File: src/rtl/cpu_selftest_seq.sv
// cpu_selftest_seq
// Hardware self-test sequencer for a VeriRisc-style CPU. Each test copies a
// program image from a test ROM into CPU memory with the CPU held in reset,
// releases reset, waits for halt under a cycle timeout, and compares the final
// PC against the expected PC stored after the image. The sequencer runs either
// one selected test or all tests back to back.
//
// Ports
//   clk, rst_        clock, synchronous active-low reset
//   start            1-cycle pulse to begin a session (ignored while busy)
//   run_all          sampled with start: run every test instead of test_sel
//   test_sel         single-mode test index, clamped to NUM_TESTS-1
//   abort            synchronous return to idle (priority over start)
//   rom_addr         {test, word}: words 0..MEM_DEPTH-1 image, MEM_DEPTH expected PC
//   rom_data         ROM read data, one cycle after rom_addr
//   mem_wr_en/addr/data  CPU memory write port
//   cpu_rst_         active-low reset to the CPU
//   halt, pc_addr    CPU status inputs
//   busy, done       session status
//   result_valid     1-cycle pulse per completed test, with test_pass/test_timeout
//   cur_test, final_pc, run_cycles  details of the running / last reported test
//   pass_count, fail_count          saturating session tallies
module cpu_selftest_seq #(
  parameter int ADDR_WIDTH = 5,
  parameter int DATA_WIDTH = 8,
  parameter int NUM_TESTS  = 9,
  parameter int MAX_CYCLES = 8000,
  parameter int RST_CYCLES = 5,
  localparam int TW = (NUM_TESTS > 1) ? $clog2(NUM_TESTS) : 1,
  localparam int CW = $clog2(MAX_CYCLES + 1)
) (
  input  logic                     clk,
  input  logic                     rst_,
  input  logic                     start,
  input  logic                     run_all,
  input  logic [TW-1:0]            test_sel,
  input  logic                     abort,
  output logic [TW+ADDR_WIDTH:0]   rom_addr,
  input  logic [DATA_WIDTH-1:0]    rom_data,
  output logic                     mem_wr_en,
  output logic [ADDR_WIDTH-1:0]    mem_wr_addr,
  output logic [DATA_WIDTH-1:0]    mem_wr_data,
  output logic                     cpu_rst_,
  input  logic                     halt,
  input  logic [ADDR_WIDTH-1:0]    pc_addr,
  output logic                     busy,
  output logic                     result_valid,
  output logic                     test_pass,
  output logic                     test_timeout,
  output logic [TW-1:0]            cur_test,
  output logic [ADDR_WIDTH-1:0]    final_pc,
  output logic [CW-1:0]            run_cycles,
  output logic [TW:0]              pass_count,
  output logic [TW:0]              fail_count,
  output logic                     done
);

  localparam int MEM_DEPTH = 2 ** ADDR_WIDTH;
  localparam int LW        = ADDR_WIDTH + 1;
  localparam int HW        = (RST_CYCLES > 1) ? $clog2(RST_CYCLES) : 1;

  localparam logic [LW-1:0] LOAD_WORDS = LW'(MEM_DEPTH);
  localparam logic [LW-1:0] LOAD_LAST  = LW'(MEM_DEPTH + 1);
  localparam logic [HW-1:0] HOLD_LAST  = HW'(RST_CYCLES - 1);
  localparam logic [CW-1:0] RUN_LAST   = CW'(MAX_CYCLES - 1);
  localparam logic [TW-1:0] LAST_TEST  = TW'(NUM_TESTS - 1);
  localparam logic [TW:0]   COUNT_MAX  = '1;
  localparam logic [LW-1:0] WORD_ZERO  = '0;

  typedef enum logic [2:0] {
    S_IDLE,
    S_LOAD,
    S_HOLD,
    S_RUN,
    S_REPORT,
    S_DONE
  } state_t;

  state_t                 state;
  logic                   run_all_q;
  logic [LW-1:0]          load_cnt;
  logic [HW-1:0]          hold_cnt;
  logic [CW-1:0]          run_cnt;
  logic [ADDR_WIDTH-1:0]  expected_pc;
  logic [TW-1:0]          sel_clamped;
  logic [TW-1:0]          start_test;
  logic                   pc_match;

  assign sel_clamped = (test_sel > LAST_TEST) ? LAST_TEST : test_sel;
  assign start_test  = run_all ? '0 : sel_clamped;
  assign pc_match    = (pc_addr == expected_pc);

  // ROM data arrives one cycle after its address, which is exactly the cycle
  // the registered write strobe for that word is high, so data passes straight
  // through; gating keeps the bus quiet outside write cycles.
  assign mem_wr_data = mem_wr_en ? rom_data : '0;

  always_ff @(posedge clk) begin
    if (!rst_) begin
      state        <= S_IDLE;
      run_all_q    <= 1'b0;
      load_cnt     <= '0;
      hold_cnt     <= '0;
      run_cnt      <= '0;
      expected_pc  <= '0;
      rom_addr     <= '0;
      mem_wr_en    <= 1'b0;
      mem_wr_addr  <= '0;
      cpu_rst_     <= 1'b0;
      busy         <= 1'b0;
      result_valid <= 1'b0;
      test_pass    <= 1'b0;
      test_timeout <= 1'b0;
      cur_test     <= '0;
      final_pc     <= '0;
      run_cycles   <= '0;
      pass_count   <= '0;
      fail_count   <= '0;
      done         <= 1'b0;
    end else if (abort) begin
      // Abort drops everything in flight but keeps the session tallies.
      state        <= S_IDLE;
      cpu_rst_     <= 1'b0;
      busy         <= 1'b0;
      done         <= 1'b0;
      mem_wr_en    <= 1'b0;
      result_valid <= 1'b0;
    end else begin
      result_valid <= 1'b0;
      mem_wr_en    <= 1'b0;
      case (state)
        S_IDLE, S_DONE: begin
          cpu_rst_ <= 1'b0;
          if (start) begin
            state        <= S_LOAD;
            busy         <= 1'b1;
            done         <= 1'b0;
            pass_count   <= '0;
            fail_count   <= '0;
            run_cycles   <= '0;
            test_pass    <= 1'b0;
            test_timeout <= 1'b0;
            final_pc     <= '0;
            run_all_q    <= run_all;
            cur_test     <= start_test;
            rom_addr     <= {start_test, WORD_ZERO};
            load_cnt     <= '0;
          end
        end

        // load_cnt is the LOAD cycle index: the word fetched this cycle is
        // written next cycle, and the word after the image is the expected PC.
        S_LOAD: begin
          if (load_cnt < LOAD_WORDS) begin
            mem_wr_en   <= 1'b1;
            mem_wr_addr <= load_cnt[ADDR_WIDTH-1:0];
            rom_addr    <= {cur_test, load_cnt + 1'b1};
          end
          if (load_cnt == LOAD_LAST) begin
            expected_pc <= rom_data[ADDR_WIDTH-1:0];
            hold_cnt    <= '0;
            state       <= S_HOLD;
          end else begin
            load_cnt <= load_cnt + 1'b1;
          end
        end

        S_HOLD: begin
          if (hold_cnt == HOLD_LAST) begin
            state    <= S_RUN;
            cpu_rst_ <= 1'b1;
            run_cnt  <= '0;
          end else begin
            hold_cnt <= hold_cnt + 1'b1;
          end
        end

        // A halt on the final allowed cycle counts as a normal halt.
        S_RUN: begin
          if (halt || (run_cnt == RUN_LAST)) begin
            state        <= S_REPORT;
            cpu_rst_     <= 1'b0;
            result_valid <= 1'b1;
            final_pc     <= pc_addr;
            run_cycles   <= run_cnt + 1'b1;
            test_timeout <= !halt;
            test_pass    <= halt && pc_match;
            if (halt && pc_match) begin
              if (pass_count != COUNT_MAX) pass_count <= pass_count + 1'b1;
            end else begin
              if (fail_count != COUNT_MAX) fail_count <= fail_count + 1'b1;
            end
          end else begin
            run_cnt <= run_cnt + 1'b1;
          end
        end

        S_REPORT: begin
          if (run_all_q && (cur_test < LAST_TEST)) begin
            cur_test <= cur_test + 1'b1;
            rom_addr <= {cur_test + 1'b1, WORD_ZERO};
            load_cnt <= '0;
            state    <= S_LOAD;
          end else begin
            state <= S_DONE;
            busy  <= 1'b0;
            done  <= 1'b1;
          end
        end

        default: state <= S_IDLE;
      endcase
    end
  end

endmodule

File: config.mk
export PLATFORM = sky130hd
export DESIGN_NAME = cpu_selftest_seq
export DESIGN_NICKNAME = d
export VERILOG_FILES = /design/src/rtl/cpu_selftest_seq.sv
export SDC_FILE = /design/constraint.sdc
export NUM_CORES = 1
export LEC_CHECK = 0
export CELL_PAD_IN_SITES_DETAIL_PLACEMENT = 0
export CELL_PAD_IN_SITES_GLOBAL_PLACEMENT = 2
export CORE_MARGIN = 2
export CORE_UTILIZATION = 40
export DETAILED_ROUTE_END_ITERATION = 12
export DONT_BUFFER_PORTS = 1
export GPL_TIMING_DRIVEN = 0
export HOLD_SLACK_MARGIN = 0.06
export PLACE_DENSITY_LB_ADDON = 0.08
export SYNTH_ARGS = -nofsm -noshare
export SYNTH_HDL_FRONTEND = slang
export SYNTH_SLANG_ARGS = --single-unit
File: constraint.sdc
create_clock -name clk -period 4.2 [get_ports clk]
set_input_delay 0.42 -clock clk [delete_from_list [all_inputs] [get_ports clk]]
set_output_delay 0.42 -clock clk [all_outputs]
set_load 0.02 [all_outputs]
# Word-level counts from Yosys, hierarchy flattened
# Cells that the tools add are included.
# word_totals
out_inout_bits	62
inputBits	23
elab_cells	142
reg_bits	85
# classes
n_bitwise	4
addsub	6
mux	55
order_cmp	3
reduce_logical	29
eq_ne	25
# ops
op	count
two-way mux 13 bit	4
case mux 13 bit (2 select lines)	2
two-way mux 5 bit	8
two-way mux 10 bit	3
case mux 10 bit (3 select lines)	1
case mux 5 bit (2 select lines)	3
inequality test 2 bit, second input constant	14
two-way mux 3 bit	7
AND reduction 4 bit	5
two-way mux 6 bit	3
case mux 6 bit (3 select lines)	1
two-way mux 4 bit	4
case mux 3 bit (5 select lines)	1
AND reduction 3 bit	5
adder 13 x 1 -> 13 bit, second input constant	1
== test 13 bit, second input constant	1
AND reduction 6 bit	2
adder 5 x 1 -> 5 bit, second input constant	2
two-way mux 1 bit	10
inequality test 5 bit, second input constant	2
AND reduction 5 bit	2
== test 3 bit, second input constant	3
two-way mux 8 bit	1
case mux 1 bit (2 select lines)	4
other kinds (22)	33

# Longest topological paths before layout
# logic_depth
word_depth	5
ltp_mapped	8
mapped_depth_nobuf	7

# Worst setup path before layout
# OpenSTA, ideal clock, no wires.
# synth_timing
path_kind	register -> register
from	register run_cnt[0]
to	register fail_count[2]
synth_period_minus_slack_ps	2155
t_required_ps	4130
arrival_time_ps	2085
slack_ps	2045
path_buffers	1
path_stages_with_launch	8
cell_sequence	dfxtp_1 ha_1 nand3_2 o41ai_4 o21ai_2 buf_6 or4_1 a21oi_1
# synth_via
elab_chain_cells	4
# synth_rtl
element	line	text
start, declared	83	logic [CW-1:0] run_cnt;
start signal, assigned	194	run_cnt <= run_cnt + 1'b1;
== test 13 bit	180	if (halt || (run_cnt == RUN_LAST)) begin
logical OR 1 bit	180	
inequality test 2 bit (no source line)	--	
AND reduction 6 bit (no source line)	--	
end signal, assigned	191	if (fail_count != COUNT_MAX) fail_count <= fail_count + 1'b1;
end, declared	54	output logic [TW:0] fail_count,
# Every way passes these cells.
# A chain may end at the register's enable or synchronous reset.

# Worst setup path after layout
# Ends and elaborated chain as after synthesis.

==> impl_metrics.prom <==
# TYPE chip_impl_metric gauge
chip_impl_info{name="result_of_the_run",value="completed"} 1
chip_impl_metric{name="timing.critical_path.buf_inv",unit=""} 1
chip_impl_metric{name="die_width",unit="um"} 108
chip_impl_metric{name="global_route.usage.total",unit="%"} 21.3
chip_impl_metric{name="post_synth.cell_area_avg",unit="sq um"} 8.23
chip_impl_metric{name="post-layout-total-power",unit="mW"} 1.59
chip_impl_metric{name="cell_internal_pwr",unit="mW"} 1.21
chip_impl_info{name="critical_path.startpoint_type",value="flip-flop"} 1
chip_impl_info{name="r2r_start",value="run_cnt[0]"} 1
chip_impl_info{name="critical_path.reg2reg.endpoint",value="fail_count[2]"} 1
chip_impl_info{name="crit_chain",value="ha_1 -> nand3_2 -> o41ai_4 -> o21ai_2 -> buf_6 -> or4_1 -> a21oi_1"} 1
chip_impl_metric{name="tritoncts_num_sinks",unit=""} 85
chip_impl_metric{name="row_count",unit=""} 38
chip_impl_info{name="synth_area_leader_cell",value="sky130_fd_sc_hd__dfxtp_1"} 1
chip_impl_metric{name="wire_per_inst",unit="um"} 17.8
chip_impl_metric{name="timing_hold_violations_final",unit=""} 0
chip_impl_metric{name="power.sequential.fraction",unit="%"} 51.7
chip_impl_metric{name="clock_skew",unit="ns"} 0.0154
chip_impl_metric{name="drt_pre_antenna_iters",unit=""} 5
chip_impl_metric{name="max_freq",unit="MHz"} 392
chip_impl_metric{name="arrival_worst_endpoint",unit="ns"} 2.84
chip_impl_metric{name="post_cts_resized",unit=""} 0
chip_impl_metric{name="synth_seq_cells",unit=""} 85
chip_impl_metric{name="synth_enable_flop_cells",unit=""} 0
chip_impl_metric{name="r2r.worst_path.cells",unit=""} 7
chip_impl_metric{name="synthMuxAreaShare",unit="%"} 4.87
chip_impl_metric{name="cp_num_cells",unit=""} 7
chip_impl_metric{name="place.gp.congestion",unit=""} 0.784
chip_impl_info{name="critical_path.top_delay_family",value="compound AO/OA/AOI/OAI gates"} 1
chip_impl_metric{name="design.portCount",unit=""} 85
chip_impl_metric{name="required_arrival_time_at_the_worst_endpoint",unit="ns"} 4.48
chip_impl_metric{name="fin_crit_sh",unit="%"} 60.8
chip_impl_metric{name="design.final.nets",unit=""} 571
chip_impl_metric{name="met2_track_demand_over_resource",unit="%"} 34.9
chip_impl_metric{name="post_synth_fa_ha_maj_area_fraction",unit="%"} 2.88
chip_impl_metric{name="pwr-share-comb",unit="%"} 5.8
chip_impl_metric{name="timing.hold.worst_path_depth",unit=""} 2
chip_impl_metric{name="maximum_fanout_encountered_on_the_critical_timing_path",unit=""} 10
chip_impl_metric{name="max-clock-path-buffers",unit=""} 2
chip_impl_metric{name="clk_pin_slew_worst_paths",unit="ns"} 0.09
chip_impl_metric{name="quantity_of_i_o_buffers_inserted_on_ports",unit=""} 0
chip_impl_metric{name="syn-num-nets",unit=""} 560
chip_impl_info{name="critical_path.slowest_cell",value="sky130_fd_sc_hd__o41ai_4"} 1
chip_impl_metric{name="detailed_route_drc_error_count",unit=""} 0
chip_impl_metric{name="synth.yosys.warnings",unit=""} 0
chip_impl_metric{name="detailedRoute.firstIterationViolations",unit=""} 190
chip_impl_metric{name="worstMarginPinSlew",unit="ns"} 0.812
chip_impl_metric{name="synth_async_sr_flop_share",unit="%"} 0
chip_impl_metric{name="die_area",unit="sq um"} 11700
chip_impl_metric{name="synth_simple_gate_area_share",unit="%"} 27.3
chip_impl_info{name="hold_start",value="pc_addr[4]"} 1
chip_impl_metric{name="synth-seq-area-share",unit="%"} 39.2
chip_impl_metric{name="chip_height",unit="um"} 108
chip_impl_metric{name="setup-violations-final",unit=""} 0
chip_impl_metric{name="dp_hpwl",unit="mm"} 8.89
chip_impl_info{name="ctsRootBufferMaster",value="sky130_fd_sc_hd__clkbuf_8"} 1
chip_impl_metric{name="cts-buffers-inserted",unit=""} 9
chip_impl_metric{name="antenna_cells_inserted",unit=""} 0
chip_impl_metric{name="critical-path-max-stage-delay",unit="ns"} 0.65
chip_impl_metric{name="final_antenna_net_count",unit=""} 0
chip_impl_metric{name="global_route_wire_length_before_repair",unit="mm"} 19.3
chip_impl_metric{name="synth_compound_gate_area_share",unit="%"} 17.1
chip_impl_metric{name="proportion_of_netlist_area_held_by_the_largest_area_contributor",unit="%"} 39.2
chip_impl_metric{name="final_layout_size_suffix_gt1_share",unit="%"} 6.45
chip_impl_metric{name="grtUsageMet3",unit="%"} 4.82
chip_impl_info{name="worstSetupEndpointType",value="flip-flop"} 1
chip_impl_info{name="min_delay_worst_endpoint",value="final_pc[4]"} 1
chip_impl_metric{name="power.density",unit="nW/um^2"} 335
chip_impl_info{name="type_of_the_worst_setup_path",value="reg -> reg"} 1
chip_impl_metric{name="min_period",unit="ns"} 2.55
chip_impl_info{name="synth.top_cells.by_area",value="sky130_fd_sc_hd__dfxtp_1 39%, sky130_fd_sc_hd__nand2_1 5.5%, sky130_fd_sc_hd__a21oi_1 5.3%"} 1
chip_impl_metric{name="clkLatencyLatePin",unit="ns"} 0.36
chip_impl_metric{name="num_vias",unit=""} 3792
chip_impl_metric{name="p_sw_share",unit="%"} 24.0
chip_impl_metric{name="reg2reg_setup_slack",unit="ns"} 1.65
chip_impl_metric{name="yosys.area_share.xor_xnor",unit="%"} 4.04
chip_impl_metric{name="drt_wl_total",unit="mm"} 12.2
chip_impl_metric{name="power.clock.fraction",unit="%"} 42.5
chip_impl_metric{name="maximum_number_of_pins_on_one_net_before_global_route_repair",unit=""} 14
chip_impl_info{name="synth_top_family_by_area",value="simple AND/OR/NAND/NOR gates"} 1
chip_impl_metric{name="initial_core_util",unit="%"} 40.5
chip_impl_metric{name="ctsHtreeMaxLevel",unit=""} 3
chip_impl_info{name="ys_dominant_reg_cell",value="sky130_fd_sc_hd__dfxtp_1"} 1
chip_impl_info{name="top_usage_layer",value="met2"} 1
chip_impl_metric{name="post_cts_buffers",unit=""} 0
chip_impl_metric{name="timing.final.max_slew_violations",unit=""} 0
chip_impl_metric{name="cts_hold_buf",unit=""} 0
chip_impl_metric{name="max-cap-violations",unit=""} 0
chip_impl_metric{name="totalNegativeSetupSlack",unit="ns"} 0
chip_impl_metric{name="post_drt_via_cell_ratio",unit=""} 5.55
chip_impl_metric{name="gr-total-overflow",unit=""} 0
chip_impl_metric{name="initial_antenna_violation_count",unit=""} 0
chip_impl_info{name="unrepaired_setup_endpoints_after_global_routing",value="no"} 1
chip_impl_metric{name="grt_pass1_vias",unit=""} 3559
chip_impl_metric{name="number_of_distinct_library_cell_variants_in_the_gate_level_netlist_after_synthesis",unit=""} 64
chip_impl_metric{name="vdd_ir_drop_max",unit="mV"} 0.128
chip_impl_metric{name="core_area",unit="sq um"} 10700
chip_impl_metric{name="synthToLayoutAreaGrowth",unit="%"} 9.26
chip_impl_metric{name="gr-usage-met1",unit="%"} 28.0
chip_impl_metric{name="syn-cell-area",unit="sq um"} 4340
chip_impl_metric{name="power.static_leakage",unit="nW"} 1.70
chip_impl_info{name="tritoncts",value="done"} 1
chip_impl_info{name="min_path_type",value="in -> reg"} 1
chip_impl_metric{name="max-slew-margin-rel",unit="%"} 45.9
chip_impl_metric{name="switching_power",unit="mW"} 0.381
chip_impl_metric{name="netlist_instances",unit=""} 527
[through the flow]
| step | cell area [sq um] | setup slack (ns) | instances | hold slack, ns | util, % |
|---|---|---|---|---|---|
| after floorplan | 4340 | 2.04 | 527 | 0.437 | - |
| after global placement | 4510 | 1.68 | 667 | 0.448 | 42.2 |
| after detailed placement | 4510 | 1.67 | 667 | 0.456 | 42.2 |
| after CTS | 4740 | 1.64 | 683 | 0.184 | 44.3 |
| after global routing | 4740 | 1.38 | 683 | 0.180 | 44.3 |
| final | 4740 | 1.65 | 683 | 0.199 | 44.3 |
[placed cells by master, fill, tap and decap left out, types with 11 or more instances in the layout]
master                     synthesis  routed
sky130_fd_sc_hd__and2_1           11      11
sky130_fd_sc_hd__nand2_1          63      63
sky130_fd_sc_hd__clkbuf_1         25      27
sky130_fd_sc_hd__clkbuf_8          0      11
sky130_fd_sc_hd__nor2_1           50      50
sky130_fd_sc_hd__nand4_1          12      12
sky130_fd_sc_hd__mux2i_1          20      20
sky130_fd_sc_hd__dfxtp_1          85      85
sky130_fd_sc_hd__xnor2_1          12      12
sky130_fd_sc_hd__nand3_1          38      38
sky130_fd_sc_hd__o21ai_0          14      14
sky130_fd_sc_hd__a21oi_1          46      46
[cell families after synthesis]
family,Yosys count
xor gates and xnor gates,20
muxes,21
and+or+nand+nor,236
adders and majority gates,10
AOI/OAI and AO/OA,109
DFF,85
buffers and inverters,46
[registers in the layout (all words and copies together), names as in the netlist, 4 cells and up]
signal       flops
run_cnt         13
run_cycles      13
rom_addr        10
load_cnt         6
expected_pc      5
fail_count       5
final_pc         5
mem_wr_addr      5
pass_count       5
cur_test         4
[per-layer routing]
layer	vias up	wire (um)	share of wire, %
met2	99	5800	48
met3	11	692	5.7
met4	0	121	0.99
met1	1789	5580	46
met5	-	0	0
li1	1893	-	-
[power by group through the flow]
stage,sequential [mW],combinational (mW),clock (mW)
2_1_floorplan,0.839,0.0669,0
3_3_place_gp,0.841,0.0922,0
3_5_place_dp,0.841,0.0928,0
4_1_cts,0.822,0.0935,0.688
5_1_grt,0.823,0.101,0.725
6_report,0.822,0.0925,0.675
[worst max-delay path by stage]
stage                          to        from
finish              fail_count[2]  run_cnt[0]
global route        run_cycles[2]    state[0]
CTS                 fail_count[2]  run_cnt[0]
detailed placement  fail_count[2]  run_cnt[0]
global placement    run_cycles[2]    state[0]
floorplan           fail_count[2]  run_cnt[0]
[worst register-to-register path: cells and delay by family, from the launching register on]
| kind | cells | cell delay (ns) |
|---|---|---|
| buffers and inverters | 1 | 0.16 |
| DFF | 1 | 0.44 |
| and+or+nand+nor | 2 | 0.69 |
| AOI/OAI and AO/OA | 3 | 0.89 |
| adders and majority gates | 1 | 0.29 |
[layout make-up]
class	instances	area, sq um
clock buffer	13	159
tap	140	175
inverter	11	41.3
clock inverter	3	67.6
buffer	35	155
fill	1120	5960
sequential	85	1700
multi-input combinational	396	2440
[cells in the mapped netlist, types with 3 or more instances]
cell type                   instances
sky130_fd_sc_hd__a21oi_1           46
sky130_fd_sc_hd__a2bb2oi_1          3
sky130_fd_sc_hd__a31oi_1            3
sky130_fd_sc_hd__and2_1            11
sky130_fd_sc_hd__and3_1             7
sky130_fd_sc_hd__buf_2              6
sky130_fd_sc_hd__clkbuf_1          25
sky130_fd_sc_hd__dfxtp_1           85
sky130_fd_sc_hd__ha_1              10
sky130_fd_sc_hd__inv_1             10
sky130_fd_sc_hd__mux2i_1           20
sky130_fd_sc_hd__nand2_1           63
sky130_fd_sc_hd__nand2b_1           8
sky130_fd_sc_hd__nand3_1           38
sky130_fd_sc_hd__nand3b_1           4
sky130_fd_sc_hd__nand4_1           12
sky130_fd_sc_hd__nor2_1            50
sky130_fd_sc_hd__nor2b_1            4
sky130_fd_sc_hd__nor3_1             9
sky130_fd_sc_hd__nor3b_1            3
sky130_fd_sc_hd__nor4_1             5
sky130_fd_sc_hd__o211a_1            4
sky130_fd_sc_hd__o211ai_1           4
sky130_fd_sc_hd__o21a_1             3
sky130_fd_sc_hd__o21ai_0           14
sky130_fd_sc_hd__o221a_2            3
sky130_fd_sc_hd__o22ai_1            4
sky130_fd_sc_hd__or3_1              8
sky130_fd_sc_hd__or3b_1             3
sky130_fd_sc_hd__xnor2_1           12
sky130_fd_sc_hd__xor2_1             8
Power figures use the tool's default switching activity.
